==> src/rtl/i2s_tx_fifo.sv <==
// Stereo sample FIFO feeding an I2S / left-justified DAC serializer.
// BCLK and LRCLK are oversampled on CLK; all shifting happens on synced BCLK falls.
module i2s_tx_fifo #(
  parameter int DATA_W     = 16,
  parameter int FIFO_DEPTH = 4
) (
  input  logic                               CLK,
  input  logic                               RESET_N,
  input  logic                               BCLK,
  input  logic                               LRCLK,
  input  logic                               in_valid,
  output logic                               in_ready,
  input  logic [DATA_W-1:0]                  in_left,
  input  logic [DATA_W-1:0]                  in_right,
  input  logic                               mode_i2s,
  input  logic                               mute,
  output logic                               DACDAT,
  output logic                               underrun,
  output logic [$clog2(FIFO_DEPTH+1)-1:0]    fifo_level
);

  localparam int LVL_W = $clog2(FIFO_DEPTH + 1);
  localparam int PTR_W = $clog2(FIFO_DEPTH);
  localparam int CNT_W = $clog2(DATA_W + 1);

  typedef enum logic [1:0] {ALIGN, LEFT, RIGHT} state_t;

  state_t state_q, state_d;

  logic [1:0] rst_sync;
  logic       rst_n;
  logic [1:0] bclk_sync;
  logic [1:0] lr_sync;
  logic       bclk_prev;
  logic       lr_cur;
  logic       bclk_fall;
  logic       left_start;
  logic       right_start;

  logic [DATA_W-1:0] mem_l [FIFO_DEPTH];
  logic [DATA_W-1:0] mem_r [FIFO_DEPTH];
  logic [PTR_W-1:0]  wr_ptr, rd_ptr;
  logic [LVL_W-1:0]  level;
  logic              fifo_empty;
  logic              push, pop, starve;

  logic              load_left, load_right;
  logic [DATA_W-1:0] left_word, right_word, slot_word;
  logic              slot_i2s;
  logic [DATA_W-1:0] right_hold;
  logic              frame_i2s;
  logic [DATA_W-1:0] shift_reg;
  logic [CNT_W-1:0]  bit_cnt;

  always_ff @(posedge CLK or negedge RESET_N) begin
    if (!RESET_N) rst_sync <= '0;
    else          rst_sync <= {rst_sync[0], 1'b1};
  end
  assign rst_n = rst_sync[1];

  // lr_cur idles high so a reset released inside a left slot cannot fake a left start
  always_ff @(posedge CLK or negedge rst_n) begin
    if (!rst_n) begin
      bclk_sync <= '0;
      lr_sync   <= '0;
      bclk_prev <= 1'b0;
      lr_cur    <= 1'b1;
    end else begin
      bclk_sync <= {bclk_sync[0], BCLK};
      lr_sync   <= {lr_sync[0], LRCLK};
      bclk_prev <= bclk_sync[1];
      if (bclk_fall) lr_cur <= lr_sync[1];
    end
  end

  assign bclk_fall   = bclk_prev & ~bclk_sync[1];
  assign left_start  = bclk_fall & ~lr_cur &  lr_sync[1];
  assign right_start = bclk_fall &  lr_cur & ~lr_sync[1];

  assign in_ready   = (level != LVL_W'(FIFO_DEPTH));
  assign fifo_empty = (level == '0);
  assign push       = in_valid & in_ready;
  assign pop        = load_left & ~fifo_empty;
  assign starve     = load_left &  fifo_empty;
  assign fifo_level = level;

  always_ff @(posedge CLK) begin
    if (push) begin
      mem_l[wr_ptr] <= in_left;
      mem_r[wr_ptr] <= in_right;
    end
  end

  always_ff @(posedge CLK or negedge rst_n) begin
    if (!rst_n) begin
      wr_ptr <= '0;
      rd_ptr <= '0;
      level  <= '0;
    end else begin
      if (push) wr_ptr <= wr_ptr + PTR_W'(1);
      if (pop)  rd_ptr <= rd_ptr + PTR_W'(1);
      case ({push, pop})
        2'b10:   level <= level + LVL_W'(1);
        2'b01:   level <= level - LVL_W'(1);
        default: level <= level;
      endcase
    end
  end

  always_ff @(posedge CLK or negedge rst_n) begin
    if (!rst_n) state_q <= ALIGN;
    else        state_q <= state_d;
  end

  always_comb begin
    state_d    = state_q;
    load_left  = 1'b0;
    load_right = 1'b0;
    unique case (state_q)
      ALIGN: if (left_start) begin
        state_d   = LEFT;
        load_left = 1'b1;
      end
      LEFT: if (right_start) begin
        state_d    = RIGHT;
        load_right = 1'b1;
      end
      RIGHT: if (left_start) begin
        state_d   = LEFT;
        load_left = 1'b1;
      end
      default: state_d = ALIGN;
    endcase
  end

  // Mute is applied to both words at the left start, so it holds for the whole frame
  assign left_word  = (mute | fifo_empty) ? '0 : mem_l[rd_ptr];
  assign right_word = (mute | fifo_empty) ? '0 : mem_r[rd_ptr];
  assign slot_word  = load_left ? left_word : right_hold;
  assign slot_i2s   = load_left ? mode_i2s  : frame_i2s;

  // bit_cnt counts bits already driven; left-justified drives the MSB at load
  always_ff @(posedge CLK or negedge rst_n) begin
    if (!rst_n) begin
      right_hold <= '0;
      frame_i2s  <= 1'b0;
      shift_reg  <= '0;
      bit_cnt    <= '0;
      DACDAT     <= 1'b0;
      underrun   <= 1'b0;
    end else begin
      underrun <= starve;
      if (load_left) begin
        right_hold <= right_word;
        frame_i2s  <= mode_i2s;
      end
      if (load_left || load_right) begin
        if (slot_i2s) begin
          shift_reg <= slot_word;
          bit_cnt   <= '0;
          DACDAT    <= 1'b0;
        end else begin
          shift_reg <= slot_word << 1;
          bit_cnt   <= CNT_W'(1);
          DACDAT    <= slot_word[DATA_W-1];
        end
      end else if (bclk_fall && state_q != ALIGN) begin
        if (bit_cnt < CNT_W'(DATA_W)) begin
          DACDAT    <= shift_reg[DATA_W-1];
          shift_reg <= shift_reg << 1;
          bit_cnt   <= bit_cnt + CNT_W'(1);
        end else begin
          DACDAT <= 1'b0;
        end
      end
    end
  end

endmodule

==> config.mk <==
export PLATFORM = sky130hd
export DESIGN_NAME = i2s_tx_fifo
export DESIGN_NICKNAME = d
export VERILOG_FILES = /design/src/rtl/i2s_tx_fifo.sv
export SDC_FILE = /design/constraint.sdc
export NUM_CORES = 1
export LEC_CHECK = 0
export BUFFER_PORTS_ARGS = -buffer_cell sky130_fd_sc_hd__clkbuf_2
export CORE_MARGIN = 3
export CORE_UTILIZATION = 54
export DETAILED_ROUTE_END_ITERATION = 10
export GPL_TIMING_DRIVEN = 0
export PLACE_DENSITY = 0.75
export SYNTH_ARGS = -nofsm -noshare
export SYNTH_HDL_FRONTEND = slang
export SYNTH_SLANG_ARGS = --single-unit
export TNS_END_PERCENT = 20
==> constraint.sdc <==
create_clock -name CLK -period 1.8 [get_ports CLK]
set_input_delay 0.09 -clock CLK [delete_from_list [all_inputs] [get_ports CLK]]
set_output_delay 0.09 -clock CLK [all_outputs]
set_load 0.01 [all_outputs]
==> results of run 1 <==
[cell usage in the layout, fill, tap and decap left out, types with 6 or more instances in the layout]
cell and n:
dlygate4sd3_1 37, a22oi_1 6, a22oi_2 8, o32a_1 14, clkbuf_16 17, edfxtp_1 128, dfrtp_1 54, clkbuf_2 47
buf_4 23, a22o_1 15, nor2_1 40, nand2_1 25, inv_1 7, o21ai_0 16, buf_6 11, and2_1 13
mux4_2 32
[synth_stat cells, types with 2 or more instances]
cell / number / area (um2)
inv_1: 8 / 30.0
and2_1: 14 / 87.6
xnor2_1: 3 / 26.3
a22oi_1: 14 / 105
o21ai_0: 16 / 80.1
a21oi_1: 5 / 25.0
a22o_1: 15 / 131
nand3b_1: 2 / 15.0
or3_1: 2 / 12.5
nand2b_1: 4 / 25.0
buf_1: 2 / 7.51
o22a_1: 3 / 26.3
clkbuf_1: 11 / 41.3
mux4_2: 32 / 721
nor2_1: 41 / 154
buf_2: 12 / 60.1
ha_1: 6 / 75.1
o32a_1: 14 / 140
and3_1: 4 / 25.0
edfxtp_1: 128 / 3840
nor2b_1: 2 / 12.5
dfrtp_1: 56 / 1400
xor2_1: 5 / 43.8
nand2_1: 28 / 105
nor3_1: 2 / 10.0
o221ai_1: 2 / 17.5
[tightest hold or removal path, delay by kind of cell]
kind                      cells  cell delay (ns)
and+or+nand+nor               1             0.20
buffers and inverters         1             0.12
xor gates and xnor gates      1             0.08
[worst paths after layout]
check / start / end / slack [ns] / cells after the start
setup / recovery: state_q[0] / fifo_level[2] / -0.51 / 10
hold reg to reg: rst_sync[1] / lr_sync[0] / 0.17 / 0
hold / removal: in_valid / wr_ptr[0] / 0.10 / 3
setup reg to reg: state_q[0] / fifo_level[2] / -0.51 / 10
max in group asynchronous: rst_sync[1] / lr_cur / 1.04 / 1
min in group asynchronous: rst_sync[1] / lr_sync[0] / 0.17 / 0
[timing repair]
action                                  in CTS  in global routing
buffers inserted                            24                  3
hold buffers                                37                  0
pin swaps                                   13                 25
endpoints found under the setup margin     171                 74
hold endpoints to repair                   133                  0
gates resized for setup                     75                  4
gates cloned                                 3                  0
[stage by stage]
stage	cells	setup slack, ns	hold WS, ns	setup TNS [ns]
after floorplan	450	-0.604	-0.206	-15.77
after global placement	670	-0.798	-0.121	-92.98
after detailed placement	671	-0.857	-0.119	-34.22
after CTS	761	-0.493	0.0913	-9.55
after global routing	764	-0.596	0.121	-14.12
final	764	-0.511	0.101	-10.24
[routing by layer]
layer	track usage [%]	share of wire [%]	vias to the layer above
met2	38.2	52	162
met5	0	0	-
met1	28.8	39	2325
met4	10.4	3.1	0
li1	-	-	1997
met3	6.91	5.9	39
[kinds of logic (layout without fill, tap and decap cells)]
logic type,Yosys count,after routing,share of synthesized area [%]
xor gates and xnor gates,8,8,0.944
buffers and inverters,34,172,2.02
DFF,185,185,71.0
other,1,1,0.0505
adders and majority gates,7,7,1.28
AOI/OAI and AO/OA,76,76,7.82
muxes,34,34,10.0
and+or+nand+nor,105,105,6.86
[where the power goes]
group          internal (mW)  leakage, nW  switching (mW)  total [mW]
clock network           2.08        0.285            1.65        3.74
registers               5.66         1.86           0.552        6.22
logic                   1.64         1.33            1.76        3.40
total                   9.39         3.48            3.96        13.3
[area by class of cell]
cell class,count,area [um2]
inverter,8,30.0
clock buffer,18,429
buffer,21,216
tap,176,220
fill,846,3940
multi-input combinational,231,2180
timing repair buffer,111,900
clock inverter,14,161
sequential,185,5270
==> flow_summary.ini, run 1 <==
[clock_network]
clockBufferDepth = 2
cts.sinks = 185
path_clk_slew_ns = 0.07
numCtsBuffers = 17
h-tree-depth = 4
cts_root_buf = clkbuf_16
worstSkewPairLatency_ns = 0.44
cts_tree = built

[yosys]
avgSynthCellArea_um2 = 16.5
yosysSeqAreaShare_pct = 71.0
synth-edff-count = 128
synth_area_mm2 = 0.00742
syn_inst = 450
async_flop_share_pct = 30.8
synth_ff_type = edfxtp_1
synth.distinct_cells = 45
ys_warn_count = 0
ys_ff_latch = 185
syn_nets = 496

[final_layout]
final_layout_size_suffix_gt1_share_pct = 33.3
final_nets = 621
final_area_mm2 = 0.00941
syn_to_final_growth_pct = 26.7
top_regs = mem_l x64, mem_r x64
fin_util_pct = 70.5
num_antenna_cells = 0

[floorplan]
dieHeight_um = 123
initial_utilization_pct = 55.6
rows = 42
floorplan.die_area_mm2 = 0.0152
core-area_mm2 = 0.0133
die_w_um = 123
io-pin-count = 45

[power_and_ir_drop]
powerDensity_mw_per_mm2 = 1420
peakVddDrop_uv = 854
power_mw = 13.3
leakage_nw = 3.48

[timing]
rsz0062_at_grt = true
worst_slack_ns = -0.511
fin_skew_ns = 0.00904
period_share_pct = 128
slew_headroom_pct = 62.3
worst_pin_slew_ns = 0.566
hold_violations = 0
maxSlewViolCount = 0
period_needed_ns = 2.31
setup_viol = 37
max_freq_mhz = 433

[detailed_routing]
drt-initial-drc-count = 381
wl_mm = 16.0
detail_route.first_pass.iterations = 5
vias = 4523
drcViolationCount = 0
ant_nets = 0
wl_per_cell_um = 21.0
vias_per_cell = 5.92

[grt]
grt_usage_pct = 23.3
grt_pass1_wl_mm = 25.7
grt-ovfl-total = 0
grt_pass1_vias = 4816
grt_max_degree = 42
antenna_found_initial = 0

[placement]
io_buffers = 44
dp_hpwl_mm = 8.99
gp_congestion = 0.871
placed_area_mm2 = 0.00792

[hold_path]
hold_path_class = in2reg

[job]
maxCapViolations = 0

[run_status]
violations = negative setup slack
outcome = finished with violations

[setup_path]
critPathMaxStageDelay_ns = 0.39
crit_top_cell = xor2_1
cp_max_fo = 2
critPathBufInv = 2
path_class = reg2reg
required_ns = 2.15
crit_chain = or3b_4 > or2_4 > buf_12 > nor2_4 > ha_4 > inv_2 > fa_2 > xor2_1 > nor2_1 > xor2_1
worst_ep_arrival_time_ns = 2.66
end_kind = flop
start_kind = flop
critPathTopFamily = simple AND/OR/NAND/NOR gates
cp_slowest_cell = dfrtp_1
Note: power is estimated with default switching activity, not from simulation.
==> inputs of run 2 (changes only) <==
--- a/config.mk
+++ b/config.mk
@@ -11,6 +11,7 @@
 export DETAILED_ROUTE_END_ITERATION = 10
 export GPL_TIMING_DRIVEN = 0
 export PLACE_DENSITY = 0.75
+export SETUP_SLACK_MARGIN = 0.1
 export SYNTH_ARGS = -nofsm -noshare
 export SYNTH_HDL_FRONTEND = slang
 export SYNTH_SLANG_ARGS = --single-unit
==> run 2 against run 1 <==
Against the previous run: combinational power increased by 6.2%; critical path depth increased by 1; cell area increased by 2.5%; sequential share of layout area decreased by 1.3 points; worst hold slack got worse by 0.00092 ns; worst setup slack got worse by 0.085 ns; highest routed layer unchanged; first-iteration DRC count increased by 30%; global-route usage decreased by 0.093 points; utilization increased by 1.7 points; largest power group unchanged; the run still ends with negative setup slack left; sequential cell count unchanged; routed wire length increased by 5.5%.
==> flow_summary.ini, run 2 (same netlist as run 1, synthesis figures left out) <==
[grt]
grt_usage_pct = 23.2
grt_pass1_wl_mm = 25.8
grt_pass1_vias = 4833
antenna_found_initial = 0
grt_max_degree = 42
grt-ovfl-total = 0

[floorplan]
initial_utilization_pct = 55.6
floorplan.die_area_mm2 = 0.0152
core-area_mm2 = 0.0133
rows = 42
die_w_um = 123
io-pin-count = 45
dieHeight_um = 123

[setup_path]
path_class = reg2reg
cp_max_fo = 2
required_ns = 2.15
end_kind = flop
start_kind = flop
worst_ep_arrival_time_ns = 2.75

[final_layout]
final_layout_size_suffix_gt1_share_pct = 35.8
top_regs = mem_l x64, mem_r x64
layout.cells.most_common = edfxtp_1
syn_to_final_growth_pct = 29.9
final_area_mm2 = 0.00964
most-common-layout-cells = 128 x edfxtp_1, 54 x dfrtp_1, 47 x clkbuf_2, 37 x dlygate4sd3_1, 32 x mux4_2
final_nets = 631
stdcell_count = 774
fill_cells = 785
num_antenna_cells = 0

[power_and_ir_drop]
p_switching_mw = 4.11
sw_frac_of_total_pct = 30.2
pwr-share-seq_pct = 45.8
p_int_mw = 9.47
leakage_nw = 3.55
power_mw = 13.6
p_comb_share_pct = 26.6
pwr-share-clk_pct = 27.6
peakVddDrop_uv = 857
powerDensity_mw_per_mm2 = 1410

[run_status]
violations = negative setup slack
outcome = finished with violations

[clock_network]
cts_root_buf = clkbuf_16
clockBufferDepth = 2
h-tree-depth = 4
cts.sinks = 185
numCtsBuffers = 17
cts_tree = built
worstSkewPairLatency_ns = 0.44
path_clk_slew_ns = 0.07

[timing]
rsz0062_at_grt = true
maxSlewViolCount = 0
slew_headroom_pct = 63.2
period_needed_ns = 2.40
fin_skew_ns = 0.00811
period_share_pct = 133
hold_violations = 0
worst_pin_slew_ns = 0.552
max_freq_mhz = 417
whs_ns = 0.100
setup_viol = 39
worst_slack_ns = -0.596
tns_ns = -13.63

[placement]
gp_congestion = 0.871
io_buffers = 44
dp_hpwl_mm = 8.99
placed_area_mm2 = 0.00792
dp_cells = 671

[hold_path]
hold_path_class = in2reg

[detailed_routing]
drcViolationCount = 0
vias_per_cell = 5.96
ant_nets = 0
detail_route.first_pass.iterations = 5
vias = 4610
drt-initial-drc-count = 494
wl_per_cell_um = 21.8
wl_mm = 16.9

[job]
maxCapViolations = 0
## run 2: cell count changes in the layout (fill, tap and decap cells not counted), moves of 3 or more
cell	before	now
nor2_2	0	3
a22oi_2	8	12
nor2_1	40	26
nor2_4	1	12
clkbuf_8	1	4
a22oi_1	6	2
## run 2: final timing paths
check | startpoint | to | slack [ns] | depth (start not counted)
max | state_q[0] | fifo_level[2] | -0.60 | 11
min | in_valid | wr_ptr[0] | 0.10 | 3
max reg2reg | state_q[0] | fifo_level[2] | -0.60 | 11
min reg2reg | rst_sync[1] | lr_sync[0] | 0.17 | 0
max in group asynchronous | rst_sync[1] | lr_cur | 1.05 | 1
min in group asynchronous | rst_sync[1] | lr_sync[0] | 0.17 | 0
## run 2: per-layer routing
layer	track usage [%]	wire length (um)	vias up
li1	-	-	2015
met3	6.77	1070	48
met1	29.1	6560	2340
met2	37.3	8730	207
met5	0	0	-
met4	11.1	558	0
## run 2: cell type report
class                           count  area, um2  area share [%]
Sequential cell                   185       5270            54.7
Multi-Input combinational cell    231       2250            23.4
Timing Repair Buffer              116        978            10.2
Tap cell                          176        220            2.28
Buffer                             26        293            3.04
Clock buffer                       18        429            4.45
Inverter                            8       30.0           0.312
Clock inverter                     14        161            1.67
## run 2: metrics by stage
stage | util [%] | worst slack [ns]
2_1_floorplan | - | -0.604
3_3_place_gp | 59.2 | -0.798
3_5_place_dp | 59.3 | -0.857
4_1_cts | 69.8 | -0.587
5_1_grt | 72.2 | -0.680
6_report | 72.2 | -0.596
## run 2: critical path: stages, from the launching register on
cell and delay [ns]:
dfrtp_1 0.39, or3b_4 0.40, or2_1 0.24, clkbuf_8 0.15, buf_12 0.12, nor2_4 0.09
ha_4 0.14, inv_2 0.03, fa_2 0.32, xor2_1 0.15, nor2_1 0.11, xor2_1 0.17
## run 2: power by group through the flow
stage                     Clock [mW]  Sequential, mW  Combinational (mW)
after floorplan                    0            6.09                2.24
after global placement             0            6.18                2.97
after detailed placement           0            6.22                3.10
after CTS                       3.78            6.16                3.45
after global routing            3.95            6.30                3.91
final                           3.74            6.22                3.61
## run 2: what timing repair did
item	in CTS	in global routing
endpoints found under the hold margin	133	0
pin swaps	13	50
resized for setup	76	46
hold buffers	37	0
gates cloned	3	1
setup endpoints to repair	171	171
buffers inserted	12	18
==> inputs of run 3 (changes only) <==
--- a/config.mk
+++ b/config.mk
@@ -5,10 +5,11 @@
 export SDC_FILE = /design/constraint.sdc
 export NUM_CORES = 1
 export LEC_CHECK = 0
-export BUFFER_PORTS_ARGS = -buffer_cell sky130_fd_sc_hd__clkbuf_2
 export CORE_MARGIN = 3
-export CORE_UTILIZATION = 54
+export CORE_UTILIZATION = 57
+export CTS_CLUSTER_SIZE = 20
 export DETAILED_ROUTE_END_ITERATION = 10
+export DONT_BUFFER_PORTS = 1
 export GPL_TIMING_DRIVEN = 0
 export PLACE_DENSITY = 0.75
 export SETUP_SLACK_MARGIN = 0.1
==> run 3 against run 2 <==
Against the previous run: the run still ends with negative setup slack left; die area decreased by 5.0%; final cell count decreased by 4.7%; count of clock-buffer cells in the layout rose by 1; highest routed layer unchanged.
==> flow_summary.ini, run 3 (same netlist as run 1, synthesis figures left out) <==
[run_status]
violations = negative setup slack
outcome = finished with violations

[hold_path]
min_from = in_valid
hold_end = mem_l[1][0]
hold_depth = 1
hold_path_class = in2reg

[grt]
antenna_found_initial = 0
grt-ovfl-total = 0
grt_pass1_wl_mm = 25.3
grt_max_degree = 33
grt_usage_pct = 23.6
grt_pass1_vias = 4631

[timing]
fin_skew_ns = 0.0109
maxSlewViolCount = 0
hold_violations = 0
rsz0062_at_grt = true
worst_slack_ns = -0.632
whs_ns = 0.154
period_share_pct = 135
slew_headroom_pct = 52.9
period_needed_ns = 2.43
max_freq_mhz = 411
setup_viol = 156
worst_pin_slew_ns = 0.706

[final_layout]
layout.cells.most_common = edfxtp_1
final_nets = 599
num_antenna_cells = 0
final_layout_size_suffix_gt1_share_pct = 33.9
fill_cells = 707
stdcell_count = 738
syn_to_final_growth_pct = 29.5
most-common-layout-cells = 128 x edfxtp_1, 53 x dfrtp_1, 38 x dlygate4sd3_1, 32 x mux4_2, 30 x buf_4
top_regs = mem_l x64, mem_r x64

[detailed_routing]
drcViolationCount = 0
ant_nets = 0
detail_route.first_pass.iterations = 5
wl_per_cell_um = 22.5
vias_per_cell = 6.07
wl_mm = 16.6
vias = 4480
drt-initial-drc-count = 362

[placement]
gp_congestion = 0.897
dp_cells = 623
io_buffers = 0
preCtsSetupSlack_ns = -0.824
dp_hpwl_mm = 8.83

[setup_path]
critPathMaxStageDelay_ns = 0.41
required_ns = 2.15
rr_startpoint = state_q[0]
end_kind = flop
cp_slowest_cell = or3b_4
start_kind = flop
crit_chain = or3b_4 > or2_1 > clkbuf_8 > buf_8 > nor2_4 > ha_4 > inv_2 > fa_2 > xor2_1 > nor2_1 > xor2_1
critPathBufInv = 3
startpoint = state_q[0]
cp_max_fo = 2
rr_worst_depth = 11
worst_ep_arrival_time_ns = 2.79
worst-r2r-setup-slack_ns = -0.63
rr_endpoint = fifo_level[2]
crit_top_cell = xor2_1
path_class = reg2reg
critPathTopFamily = simple AND/OR/NAND/NOR gates

[power_and_ir_drop]
power_mw = 13.7
p_comb_share_pct = 26.0
powerDensity_mw_per_mm2 = 1430
pwr-share-clk_pct = 28.5
pwr-share-seq_pct = 45.5
peakVddDrop_uv = 1190
sw_frac_of_total_pct = 29.7
p_int_mw = 9.66
leakage_nw = 3.48
p_switching_mw = 4.08

[job]
maxCapViolations = 0

[clock_network]
h-tree-depth = 4
numCtsBuffers = 17
path_clk_slew_ns = 0.07
cts_root_buf = clkbuf_16
cts.sinks = 185
clockBufferDepth = 2
cts_tree = built
worstSkewPairLatency_ns = 0.44

[floorplan]
rows = 41
dieHeight_um = 120
io-pin-count = 45
initial_utilization_pct = 58.6
die_w_um = 120
core-area_mm2 = 0.0127
floorplan.die_area_mm2 = 0.0144
==> run 3: changes by cell type in the layout (fill, tap and decap cells not counted), moves of 3 or more <==
| cell | previous run | this run |
|---|---|---|
| buf_6 | 9 | 15 |
| clkbuf_2 | 47 | 2 |
| buf_4 | 25 | 30 |
| nor2_1 | 26 | 29 |
| and2_4 | 0 | 3 |
| nor2_4 | 12 | 6 |
| nor2_2 | 3 | 6 |
| and2_1 | 14 | 11 |
==> run 3: worst max-delay path by stage <==
stage	end	slack, ns	depth (start not counted)
finish	fifo_level[2]	-0.63	11
global route	fifo_level[2]	-0.70	11
CTS	fifo_level[2]	-0.55	11
detailed placement	fifo_level[2]	-0.82	11
global placement	mem_l[2][2]	-0.89	3
floorplan	fifo_level[2]	-0.60	11
==> run 3: cell type report <==
type                    instances  area (um2)  share of cell area, %
repair buffers                 84         880                   9.15
flip-flops and latches        185        5280                   54.9
clock buffers                  19         443                   4.61
plain buffers                  26         300                   3.12
clock inverters                13         183                   1.90
multi-input cells             231        2280                   23.8
well taps                     172         215                   2.24
inverters                       8        30.0                  0.312
==> run 3: routing by layer <==
| metal | global-route usage [%] | vias to the layer above | routed length (um) |
|---|---|---|---|
| met5 | 0 | - | 0 |
| met3 | 7.30 | 48 | 1060 |
| met4 | 8.30 | 0 | 519 |
| met2 | 38.4 | 181 | 8510 |
| met1 | 30.2 | 2298 | 6510 |
| li1 | - | 1953 | - |
==> run 3: power by group through the flow <==
stage	registers (mW)	clock network (mW)	logic (mW)
3_5_place_dp	6.26	0	2.94
6_report	6.25	3.92	3.57
3_3_place_gp	6.22	0	2.83
4_1_cts	6.20	3.95	3.42
5_1_grt	6.33	4.11	3.86
2_1_floorplan	6.09	0	2.24
==> run 3: stage by stage <==
| stage | area, um2 | util (%) | TNS [ns] |
|---|---|---|---|
| 6_report | 9610 | 75.8 | -20.32 |
| 5_1_grt | 9610 | 75.8 | -38.30 |
| 4_1_cts | 9310 | 73.5 | -18.87 |
| 3_5_place_dp | 7700 | 60.7 | -50.94 |
| 3_3_place_gp | 7670 | 60.6 | -115.77 |
| 2_1_floorplan | 7460 | - | -15.77 |
==> run 3: repair_timing <==
item,4_1_cts,5_1_grt
hold buffers,38,0
buffers inserted,24,16
resized for setup,95,36
pin swaps,10,25
cloned,3,2
hold endpoints to repair,136,0
endpoints found under the setup margin,171,171
